File: src/rtl/ysyx_23060337_ifu_pkg.sv
// Shared definitions for the ysyx_23060337 instruction fetch unit:
// FSM state encoding, reset PC, canonical NOP and the fetch increment.
package ysyx_23060337_ifu_pkg;

  typedef enum logic [1:0] {
    IDLE = 2'd0,
    REQ  = 2'd1,
    WAIT = 2'd2,
    HOLD = 2'd3
  } ifu_state_e;

  localparam logic [31:0] RESET_PC_DEFAULT = 32'h8000_0000;
  localparam logic [31:0] NOP              = 32'h0000_0013;
  localparam logic [31:0] INST_LEN         = 32'd4;

endpackage

File: src/rtl/ysyx_23060337_ifu.sv
// Instruction fetch stage: owns the PC, issues one word fetch at a time to
// instruction memory and hands each instruction to decode; redirects win.
module ysyx_23060337_ifu
  import ysyx_23060337_ifu_pkg::*;
#(
  parameter int              XLEN     = 32,
  parameter logic [XLEN-1:0] RESET_PC = XLEN'(RESET_PC_DEFAULT)
) (
  input  logic            clk,
  input  logic            rst,
  output logic            imem_req_valid,
  input  logic            imem_req_ready,
  output logic [XLEN-1:0] imem_req_addr,
  input  logic            imem_resp_valid,
  input  logic [31:0]     imem_resp_data,
  input  logic            imem_resp_err,
  output logic            inst_valid,
  input  logic            inst_ready,
  output logic [31:0]     inst,
  output logic [XLEN-1:0] inst_pc,
  output logic            inst_fault,
  input  logic            redirect_valid,
  input  logic [XLEN-1:0] redirect_pc,
  output logic [31:0]     fetch_count
);

  ifu_state_e      state_q, state_d;
  logic [XLEN-1:0] pc_q, pc_d;
  logic            drop_q, drop_d;
  logic [31:0]     inst_q, inst_d;
  logic            fault_q, fault_d;
  logic [31:0]     count_q, count_d;

  logic [XLEN-1:0] redirect_target;
  logic            req_fire;
  logic            inst_fire;

  assign redirect_target = redirect_pc & {{(XLEN-2){1'b1}}, 2'b00};
  assign req_fire        = imem_req_valid & imem_req_ready;
  assign inst_fire       = inst_valid & inst_ready;

  // State and datapath registers with synchronous reset.
  always_ff @(posedge clk) begin
    if (rst) begin
      state_q <= IDLE;
      pc_q    <= RESET_PC;
      drop_q  <= 1'b0;
      inst_q  <= 32'd0;
      fault_q <= 1'b0;
      count_q <= 32'd0;
    end else begin
      state_q <= state_d;
      pc_q    <= pc_d;
      drop_q  <= drop_d;
      inst_q  <= inst_d;
      fault_q <= fault_d;
      count_q <= count_d;
    end
  end

  // Next-state and datapath update; a redirect overrides every other event.
  always_comb begin
    state_d = state_q;
    pc_d    = pc_q;
    drop_d  = drop_q;
    inst_d  = inst_q;
    fault_d = fault_q;
    count_d = count_q;
    case (state_q)
      IDLE: begin
        state_d = REQ;
        if (redirect_valid) begin
          pc_d = redirect_target;
        end else begin
          pc_d = pc_q;
        end
      end
      REQ: begin
        if (redirect_valid) begin
          pc_d = redirect_target;
          if (req_fire) begin
            // The request already left with the old address: kill its response.
            drop_d  = 1'b1;
            state_d = WAIT;
          end else begin
            state_d = REQ;
          end
        end else if (req_fire) begin
          state_d = WAIT;
        end else begin
          state_d = REQ;
        end
      end
      WAIT: begin
        if (redirect_valid) begin
          pc_d = redirect_target;
          if (imem_resp_valid) begin
            drop_d  = 1'b0;
            state_d = REQ;
          end else begin
            drop_d = 1'b1;
          end
        end else if (imem_resp_valid) begin
          if (drop_q) begin
            drop_d  = 1'b0;
            state_d = REQ;
          end else begin
            inst_d  = imem_resp_data;
            fault_d = imem_resp_err;
            state_d = HOLD;
          end
        end else begin
          state_d = WAIT;
        end
      end
      HOLD: begin
        if (redirect_valid) begin
          pc_d    = redirect_target;
          state_d = REQ;
        end else if (inst_fire) begin
          pc_d    = pc_q + XLEN'(INST_LEN);
          count_d = count_q + 32'd1;
          state_d = REQ;
        end else begin
          state_d = HOLD;
        end
      end
      default: begin
        state_d = IDLE;
      end
    endcase
  end

  // Output decode from the current state.
  always_comb begin
    imem_req_valid = 1'b0;
    inst_valid     = 1'b0;
    case (state_q)
      REQ:  imem_req_valid = 1'b1;
      HOLD: inst_valid     = ~redirect_valid;
      default: begin
        imem_req_valid = 1'b0;
        inst_valid     = 1'b0;
      end
    endcase
    imem_req_addr = pc_q;
    inst          = inst_q;
    inst_pc       = pc_q;
    inst_fault    = fault_q;
    fetch_count   = count_q;
  end

endmodule

File: config.mk
export PLATFORM = sky130hd
export DESIGN_NAME = ysyx_23060337_ifu
export DESIGN_NICKNAME = d
export VERILOG_FILES = /design/src/rtl/ysyx_23060337_ifu_pkg.sv /design/src/rtl/ysyx_23060337_ifu.sv
export SDC_FILE = /design/constraint.sdc
export NUM_CORES = 1
export LEC_CHECK = 0
export ABC_AREA = 1
export ABC_CLOCK_PERIOD_IN_PS = 1750
export CORE_MARGIN = 2
export CORE_UTILIZATION = 45
export CTS_CLUSTER_DIAMETER = 50
export DETAILED_ROUTE_END_ITERATION = 10
export GPL_ROUTABILITY_DRIVEN = 0
export PLACE_DENSITY = 0.89
export SKIP_LAST_GASP = 1
export SLEW_MARGIN = 5
export SYNTH_ARGS = -nofsm -noshare
export SYNTH_HDL_FRONTEND = slang
export SYNTH_SLANG_ARGS = --single-unit
File: constraint.sdc
create_clock -name clk -period 1.75 [get_ports clk]
set_input_delay 0.4375 -clock clk [delete_from_list [all_inputs] [get_ports clk]]
set_output_delay 0.4375 -clock clk [all_outputs]
set_load 0.01 [all_outputs]
==> metrics.yaml <==
run_status:
  status: "completed"
synthesis:
  yosysTopAreaCell: "dfxtp_1"
  synthMuxAreaShare_pct: 0.180
  synth_warnings: 0
  synth_compound_area_share_pct: 13.2
  ys_seq_elements: 98
  synthCells: 901
  synthAdderAreaFrac_pct: 0.450
  synth_ff_type: "dfxtp_1"
  synth_xor_area_share_pct: 0.944
  yosysTopAreaCellShare_pct: 35.2
  async_flop_share_pct: 0
  syn_avg_cell_area_um2: 6.18
  yosysSeqAreaShare_pct: 35.2
  synth-edff-count: 0
  synthTopCellsByArea: "dfxtp_1 35%, nand2_1 17%, nor2_1 13%, a21oi_1 4.8%, o21ai_0 4.8%"
  syn-cell-area_mm2: 0.00557
  synth_top_family_by_area: "simple AND/OR/NAND/NOR gates"
  synth_simple_gate_area_share_pct: 38.1
  synth.distinct_cells: 38
setup_path:
  worst-path-buf-inv: 1
  slowest_delay_ns: 0.58
  r2r_slack_ns: 0.14
  crit_path_start_kind: "flop"
  cp_max_fo: 5
  slowest_stage: "clkdlybuf4s50_1"
  cp_top_family: "buffers and inverters"
  crit_type: "reg2out"
  endpoint_kind: "primary output"
  required_ns: 1.31
  critical_path.cell_chain: "clkdlybuf4s50_1"
  arrival_ns: 1.30
floorplanning:
  core_mm2: 0.0121
  start_util_pct: 46.2
  die-area_mm2: 0.0133
  dieWidth_um: 115
  rows: 40
  die_h_um: 115
  io_pins: 202
global_routing:
  grt_pass1_wl_um: 27200
  overflow: 0
  grt_pass1_vias: 5850
  grt_max_degree: 38
  grt_usage_pct: 25.5
  antenna_found_initial: 0
timing:
  finalSetupViolCount: 0
  fmax_ghz: 0.576
  layout_min_cycle_time_ns: 1.74
  hold_violations: 0
  min_period_over_period_pct: 99.3
  drv_slew: 0
  rsz0062_at_grt: "true"
  holdWs_ns: 0.493
  fin_skew_ns: 0.00947
routing:
  viasPerCell: 5.18
  routed_wl_um: 17200
  drt-initial-drc-count: 520
  wl_per_cell_um: 13.7
  dr.pass1.iters: 5
  via_count: 6518
  drtAntennaViolNets: 0
  drc: 0
hold_path:
  worstHoldPathType: "reg2reg"
final_layout:
  multiInputGateArea_mm2: 0.00298
  nNetsFinal: 1158
  syn2layout_area_growth_pct: 46.2
  fillers: 986
  drive_above_1_share_pct: 11.1
  seqCellArea_mm2: 0.00202
  instances_no_fill: 1258
  antennaDiodeCount: 0
  final_cell_area_mm2: 0.00814
placement:
  place_hpwl_um: 12700
  post-place-cells: 1242
  placed_cell_area_mm2: 0.00771
  io_buffers: 195
pwr:
  cellPowerDensity_mw_per_mm2: 644
  p_leak_nw: 3.77
  max-vdd-ir-drop_mv: 0.504
clocking:
  clock-sinks: 98
  cts_root_buf: "clkbuf_16"
  postCtsHoldBufs: 0
  cts_tree: "built"
  cts_buffers: 9
  cts.clk_slew.worst_paths_ns: 0.07
  h-tree-depth: 3
  cts.path.max_buffers: 2
  clock_latency_ns: 0.35
job:
  cap_violations: 0
==> per-layer routing <==
metal	global-route usage, %	vias to the layer above	wire length (um)
met4	11.7	0	595
li1	-	3202	-
met5	0	-	0
met2	42.0	352	7960
met1	30.8	2911	6790
met3	7.27	53	1860
==> logic make-up (layout without fill, tap and decap cells) <==
group | after synthesis | count (layout)
AOI/OAI and AO/OA | 137 | 137
xor gates and xnor gates | 6 | 6
buffers and inverters | 136 | 322
adders and majority gates | 2 | 2
DFF | 98 | 98
and+or+nand+nor | 520 | 520
muxes | 1 | 1
other | 1 | 4
==> flip-flops by register name (all words and copies together) (netlist names) <==
signal,count
drop_q,1
imem_req_addr,30
state_q,2
inst,32
fetch_count,32
inst_fault,1
==> cells in the final DEF, fill, tap and decap left out, drive strengths merged, types with 2 or more instances in the layout <==
cell	count
clkdlybuf4s50	124
dlygate4sd2	35
xor2	5
o21ai	66
nor3	9
conb	4
ha	2
clkinvlp	2
a211oi	5
nand3b	11
nand2	249
nand3	42
and3	2
dfxtp	98
o221ai	4
nor2	202
inv	75
o21a	2
o21bai	2
a31oi	2
a21oi	53
clkbuf	10
nand4	3
buf	39
dlymetal6s2s	35
==> layout make-up <==
| class | instances | share of cell area, % |
|---|---|---|
| Clock buffer | 9 | 2.77 |
| Clock inverter | 7 | 1.01 |
| Inverter | 72 | 3.32 |
| Multi-Input combinational cell | 670 | 36.6 |
| Sequential cell | 98 | 24.9 |
| Tap cell | 168 | 2.58 |
| Timing Repair Buffer | 234 | 28.9 |
==> path summary, 6_finish.rpt <==
path                                                endpoint  cells past startpoint                          from
worst min register to register           drop_q$_SDFFE_PP0P_                      2           drop_q$_SDFFE_PP0P_
worst max register to register  fetch_count[14]$_SDFFE_PP0P_                     10   fetch_count[1]$_SDFFE_PP0P_
worst max-delay path                         fetch_count[24]                      1  fetch_count[24]$_SDFFE_PP0P_
worst min-delay path                     drop_q$_SDFFE_PP0P_                      2           drop_q$_SDFFE_PP0P_
==> cell usage after synthesis, drive strengths merged, types with 3 or more instances <==
cell type and number:
xor2 5, buf 50, nand3 42, a21oi 53, o21ai 66, a211oi 5, nand3b 11, clkbuf 14
inv 71, o221ai 4, dfxtp 98, nand2 249, nor2 202, nand4 3, nor3 9
==> metrics by stage <==
step	setup slack (ns)	power [mW]	setup TNS, ns	utilization (%)
6_report	0.0125	5.24	0	67.5
5_1_grt	-0.0388	5.45	-0.203	67.5
4_1_cts	-0.0512	5.28	-0.0512	66.6
3_5_place_dp	-0.321	3.23	-18.60	63.9
3_3_place_gp	-0.305	3.21	-16.43	63.9
2_1_floorplan	0.153	2.79	0	-
==> power breakdown <==
group | total [mW] | leakage [nW] | switching, mW | internal (mW)
combinational | 0.758 | 2.80 | 0.344 | 0.414
sequential | 2.39 | 0.816 | 0.0857 | 2.31
clock | 2.09 | 0.145 | 0.957 | 1.14
total | 5.24 | 3.77 | 1.39 | 3.86
==> timing repair <==
item	4_1_cts	5_1_grt
buffers inserted	0	0
gates resized for setup	82	44
endpoints found under the setup margin	89	54
hold endpoints to repair	0	0
Power figures use the tool's default switching activity.
